### src/rtl/pb_event_arbiter_pkg.sv
// Package: pb_event_arbiter_pkg
// Purpose: constants and types shared by the push-button event arbiter, the
//          debouncer bank and the calculator input FSM.
//   PB_N_DEFAULT  default number of push buttons
//   pb_slot_e     encoding of the single-entry output slot (EMPTY / FULL)
//   pb_id_width() width of a button index; never narrower than one bit
package pb_event_arbiter_pkg;

  localparam int PB_N_DEFAULT = 4;

  typedef enum logic {
    PB_SLOT_EMPTY = 1'b0,
    PB_SLOT_FULL  = 1'b1
  } pb_slot_e;

  function automatic int pb_id_width(input int n);
    return (n > 1) ? $clog2(n) : 1;
  endfunction

endpackage

### src/rtl/pb_event_arbiter_rr_arbiter.sv
// Module: rr_arbiter
// Purpose: combinational round-robin pick. Starting at index ptr and wrapping
//          modulo N, the first set request bit wins.
// Ports:
//   req      in   N  request vector
//   ptr      in   W  index the search starts from (0..N-1)
//   gnt_any  out  1  at least one request is set
//   gnt_idx  out  W  winning index (0 when gnt_any is 0)
module rr_arbiter #(
  parameter int N = 4,
  parameter int W = (N > 1) ? $clog2(N) : 1
) (
  input  logic [N-1:0] req,
  input  logic [W-1:0] ptr,
  output logic         gnt_any,
  output logic [W-1:0] gnt_idx
);

  // Rotate/priority-encode/un-rotate folded into one loop: each candidate
  // index is ptr+i reduced mod N. Walking i downward lets the smallest
  // rotated offset overwrite the others, so it ends up as the winner.
  always_comb begin
    // NOTE: every output of a combinational block gets a default first, so
    // no path leaves it unassigned and no latch is inferred.
    gnt_any = 1'b0;
    gnt_idx = '0;
    for (int i = N - 1; i >= 0; i--) begin
      int j;
      j = int'(ptr) + i;
      if (j >= N) j = j - N;
      if (req[j]) begin
        gnt_any = 1'b1;
        gnt_idx = W'(j);
      end
    end
  end

endmodule

### src/rtl/pb_event_arbiter.sv
// Module: pb_event_arbiter
// Purpose: latches one-cycle press pulses from the debouncers into per-button
//          pending flags and hands them, round-robin, to a single consumer
//          through a one-entry valid/ready output slot. Repeated presses on a
//          still-pending button are merged and flagged on the sticky overflow.
// Ports:
//   clk         in   1     rising-edge clock
//   rst         in   1     synchronous active-high reset
//   pb_posedge  in   N_PB  press pulses, bit i = button i
//   evt_ready   in   1     consumer takes evt_id when evt_valid is also high
//   ovf_clr     in   1     clears overflow (a simultaneous new overflow wins)
//   evt_valid   out  1     evt_id holds a granted event
//   evt_id      out  ID_W  index of the granted button
//   pending     out  N_PB  registered pending flags
//   overflow    out  1     sticky: a press was merged into a pending one
module pb_event_arbiter
  import pb_event_arbiter_pkg::*;
#(
  parameter int N_PB = PB_N_DEFAULT,
  localparam int ID_W = pb_id_width(N_PB)
) (
  input  logic            clk,
  input  logic            rst,
  input  logic [N_PB-1:0] pb_posedge,
  input  logic            evt_ready,
  input  logic            ovf_clr,
  output logic            evt_valid,
  output logic [ID_W-1:0] evt_id,
  output logic [N_PB-1:0] pending,
  output logic            overflow
);

  pb_slot_e        slot_q, slot_d;
  logic [ID_W-1:0] evt_id_q, evt_id_d;
  logic [N_PB-1:0] pending_q, pending_d;
  logic [ID_W-1:0] rr_ptr_q, rr_ptr_d;
  logic            overflow_q, overflow_d;

  logic            gnt_any;
  logic [ID_W-1:0] gnt_idx;
  logic            accept;
  logic            grant;
  logic [N_PB-1:0] clr_mask;

  // Arbitration sees only registered pending; a press arriving this cycle
  // becomes eligible one cycle later.
  rr_arbiter #(
    .N (N_PB),
    .W (ID_W)
  ) u_rr_arbiter (
    .req     (pending_q),
    .ptr     (rr_ptr_q),
    .gnt_any (gnt_any),
    .gnt_idx (gnt_idx)
  );

  always_comb begin
    slot_d     = slot_q;
    evt_id_d   = evt_id_q;
    rr_ptr_d   = rr_ptr_q;
    overflow_d = overflow_q;

    accept   = (slot_q == PB_SLOT_FULL) && evt_ready;
    // The slot can be refilled in the same cycle it is accepted, which keeps
    // back-to-back events at one per cycle.
    grant    = ((slot_q == PB_SLOT_EMPTY) || accept) && gnt_any;
    clr_mask = grant ? (N_PB'(1) << gnt_idx) : '0;

    // Set is applied after clear, so a press on the button being granted
    // re-arms it instead of being lost.
    pending_d = (pending_q & ~clr_mask) | pb_posedge;

    if (grant) begin
      slot_d   = PB_SLOT_FULL;
      evt_id_d = gnt_idx;
      rr_ptr_d = (gnt_idx == ID_W'(N_PB - 1)) ? '0 : gnt_idx + ID_W'(1);
    end else if (accept) begin
      slot_d = PB_SLOT_EMPTY;
    end

    // A press collides only with a pending flag that is not leaving this
    // cycle. A new collision outranks ovf_clr.
    if (|(pb_posedge & pending_q & ~clr_mask)) begin
      overflow_d = 1'b1;
    end else if (ovf_clr) begin
      overflow_d = 1'b0;
    end
  end

  always_ff @(posedge clk) begin
    // NOTE: registers are updated with non-blocking assignments so every
    // flop samples the pre-edge values regardless of statement order.
    if (rst) begin
      slot_q     <= PB_SLOT_EMPTY;
      evt_id_q   <= '0;
      pending_q  <= '0;
      rr_ptr_q   <= '0;
      overflow_q <= 1'b0;
    end else begin
      slot_q     <= slot_d;
      evt_id_q   <= evt_id_d;
      pending_q  <= pending_d;
      rr_ptr_q   <= rr_ptr_d;
      overflow_q <= overflow_d;
    end
  end

  assign evt_valid = (slot_q == PB_SLOT_FULL);
  assign evt_id    = evt_id_q;
  assign pending   = pending_q;
  assign overflow  = overflow_q;

endmodule

### config.mk
export PLATFORM = sky130hd
export DESIGN_NAME = pb_event_arbiter
export DESIGN_NICKNAME = d
export VERILOG_FILES = /design/src/rtl/pb_event_arbiter_pkg.sv /design/src/rtl/pb_event_arbiter_rr_arbiter.sv /design/src/rtl/pb_event_arbiter.sv
export SDC_FILE = /design/constraint.sdc
export NUM_CORES = 1
export LEC_CHECK = 0
export ABC_AREA = 1
export CAP_MARGIN = 10
export CORE_MARGIN = 10
export CORE_UTILIZATION = 47
export CTS_BUF_LIST = sky130_fd_sc_hd__clkbuf_16
export DETAILED_ROUTE_END_ITERATION = 8
export PLACE_DENSITY_LB_ADDON = 0.3
export SLEW_MARGIN = 20
export SYNTH_ARGS = -nofsm -noshare
export SYNTH_HDL_FRONTEND = slang
export SYNTH_SLANG_ARGS = --single-unit
### constraint.sdc
create_clock -name clk -period 2.02 [get_ports clk]
set_clock_uncertainty 0.05 [all_clocks]
set_input_delay 0.505 -clock clk [delete_from_list [all_inputs] [get_ports clk]]
set_output_delay 0.505 -clock clk [all_outputs]
set_load 0.1 [all_outputs]
==> summary.md <==
| Metric | Value |
|---|---|
| CP required | 2.09 ns |
| DR DRC count | 0 |
| Violations in the final reports | setup timing |
| Fin util | 87.3% |
| Final Hold Slack | 0.493 ns |
| RSZ-0062 raised after global routing | yes |
| Sequential share of the synthesized area | 30.0% |
| WL/cell | 14.1 um |
| CTS tree | done |
| Area growth syn-to-layout | 72.1% |
| Core Box Area | 1320 sq um |
| # hold bufs at CTS | 0 |
| H-tree levels | 1 |
| Ports | 16 |
| DRT iter0 DRCs | 13 |
| Crit path max-delay family | simple AND/OR/NAND/NOR gates |
| Die Height | 57.7 um |
| Post-synthesis compound-gate area fraction | 13.5% |
| Top cell type's share of synthesized area | 30.0% |
| Simple-gate area share of the yosys netlist | 39.3% |
| Max Cap Viol | 0 |
| Number of distinct library cells after synthesis | 16 |
| Setup Slack @ Placement | -0.0401 ns |
| Setup TNS | -0.00817 ns |
| Synthesized area | 668 sq um |
| Syn Inst Count | 105 |
| Data arrival time of the critical path | 2.10 ns |
| CP Max Fanout | 7 |
| Worst slew pin tran | 0.272 ns |
| Synthesized area per cell | 6.36 sq um |
| TritonCTS Buffers | 3 |
| Post-synth top area cell | dfxtp_1 |
| Largest net degree at the start of global routing | 8 |
| Global-route wire length before repair | 3.13 mm |
| Status | complete, but fails checks |
| XOR/XNOR Fraction of Synth Area | 0% |
| Grt ovf | 0 |
| Most common cell after layout, fill and taps aside | nand2_1 |
| Synth area leaders | dfxtp_1 30%, nand2_1 20%, nand2_2 8.4% |
| Clock latency on the worst-skew pair | 0.24 ns |
| Pre-Repair DR Iteration Count | 4 |
| Adder-Cell Fraction of Synth Area | 7.49% |
| Max Buffers Root-to-Sink | 2 |
| Cell with the largest stage delay on the worst path | dfxtp_2 |
| CTS sink cnt | 10 |
| Final setup vio count | 1 |
| Die X | 57.7 um |
| Port buffer count | 15 |
| Net count after synthesis | 117 |
| Initial Util | 50.7% |
| Vias per cell | 5.23 |
| Design Area, Final | 1150 sq um |
| Critical path's largest stage delay | 0.32 ns |
| Mux contribution to synthesized area | 0% |
| Final Hold Violating Endpoints | 0 |
| Cell Chain, Critical Path | buf_6 > inv_6 > nand2_1 > nand2_2 > nand2_4 > nand2_4 > a21oi_2 > nor2_1 > o21ai_1 > nand2_2 > buf_4 > ha_2 > nand3_2 > nand2_1 > nand3_1 > nor2_1 > nor2_1 |
| Max Freq | 0.493 GHz |
| Hold Path Class | register to register |
| Most frequent cells in the layout | 26 x nand2_1, 14 x nand2_2, 9 x nor2_1 |
| Main combinational cell family by area after synthesis | simple AND/OR/NAND/NOR gates |
| Final Worst Setup Slack | -0.00817 ns |
| Critical Path End Type | register |
| Vias in the first global route | 738 |
| Crit Path Class | register to register |
| Routed WL | 2.07 mm |
| Antenna-violating nets left | 0 |
| CP Launch Type | register |
| Buf/Inv on CP | 3 |
| Pins Over Slew Limit | 0 |
| DP HPWL | 1.35 mm |
| Seq cells post-synth | 10 |
| GPL Wtd Cong | 0.849 |
| Root Driver | clkbuf_16 |
| Global Route Usage Sum | 11.7% |
| Reported leakage power | 0.557 nW |
| Layout cells sized above 1 | 43.9% |
| Via count | 769 |
| Number of synthesis warnings | 0 |
| Row count | 13 |
| Final Cycle Share | 100% |
| Post-DP Area | 943 sq um |
| Initial antenna violation count | 0 |
| Peak VDD IR | 1.72 mV |
| Final #Nets | 145 |
| Slew HR | 81.8% |
| Reg clk slew, reported paths | 0.04 ns |
| # diodes | 0 |
| Post-layout min period | 2.03 ns |
| Pwr/cell area | 1860 nW/um^2 |
| Die ar. | 3330 sq um |
| CP dominant cell by count | nor2_1 |
==> synthesized netlist by cell type (all sizes together) <==
library cell / instances
dfxtp: 10
buf: 1
o21a: 1
a21boi: 1
inv: 13
o21ai: 6
a21oi: 9
nor2: 10
nand2: 44
ha: 4
nand3: 6
==> cell families (layout without fill, tap and decap cells) <==
| family | Yosys count | after routing |
|---|---|---|
| simple gates | 60 | 60 |
| compound gates | 17 | 17 |
| flops | 10 | 10 |
| buf+inv | 14 | 41 |
| fa+ha+maj | 4 | 4 |
==> power breakdown <==
part,total [mW],switching (mW),leakage [nW],internal (mW)
clock network,0.360,0.100,0.0385,0.260
registers,0.329,0.0676,0.0862,0.262
logic,1.45,0.875,0.432,0.570
total,2.14,1.04,0.557,1.09
==> repair_timing <==
item / in CTS / in global routing
setup buffers: 0 / 6
endpoints found under the hold margin: 0 / 0
setup endpoints to repair: 1 / 4
resized for setup: 3 / 24
pin swaps: 1 / 14
==> final timing paths <==
path	from	endpoint	slack, ns	depth (start not counted)
max	rr_ptr_q[0]	overflow	-0.008	17
min	pending[1]	pending[1]	0.49	2
max reg2reg	rr_ptr_q[0]	overflow	-0.008	17
min reg2reg	pending[1]	pending[1]	0.49	2
==> through the flow <==
step / cells / total power [mW]
6_report: 147 / 2.14
5_1_grt: 147 / 2.27
4_1_cts: 141 / 1.86
3_5_place_dp: 137 / 1.48
3_3_place_gp: 137 / 1.43
2_1_floorplan: 105 / 1.12
==> layout make-up <==
class                   instances  area, sq um
clock inverters                 1         3.75
fillers                        65          168
inverters                      13         53.8
clock buffers                   3         75.1
well taps                      15         18.8
repair buffers                 24          305
flip-flops and latches         10          218
multi-input cells              81          475
==> routing by layer <==
layer / wire length (um) / GRT usage (%) / up-vias
li1: - / - / 384
met1: 823 / 12.2 / 361
met2: 1100 / 19.2 / 18
met3: 85 / 3.49 / 6
met4: 62 / 9.40 / 0
met5: 0 / 0 / -
==> state kept, by name, summed over array words and instances, names as in the netlist <==
signal / count
pending: 4
rr_ptr_q: 2
evt_valid: 1
evt_id: 2
overflow: 1
==> worst min-delay path, delay by kind of cell (launching register included) <==
family | cells | cell delay [ns]
compound gates | 1 | 0.07
simple gates | 1 | 0.07
flops | 1 | 0.37
Power figures use the tool's default switching activity.
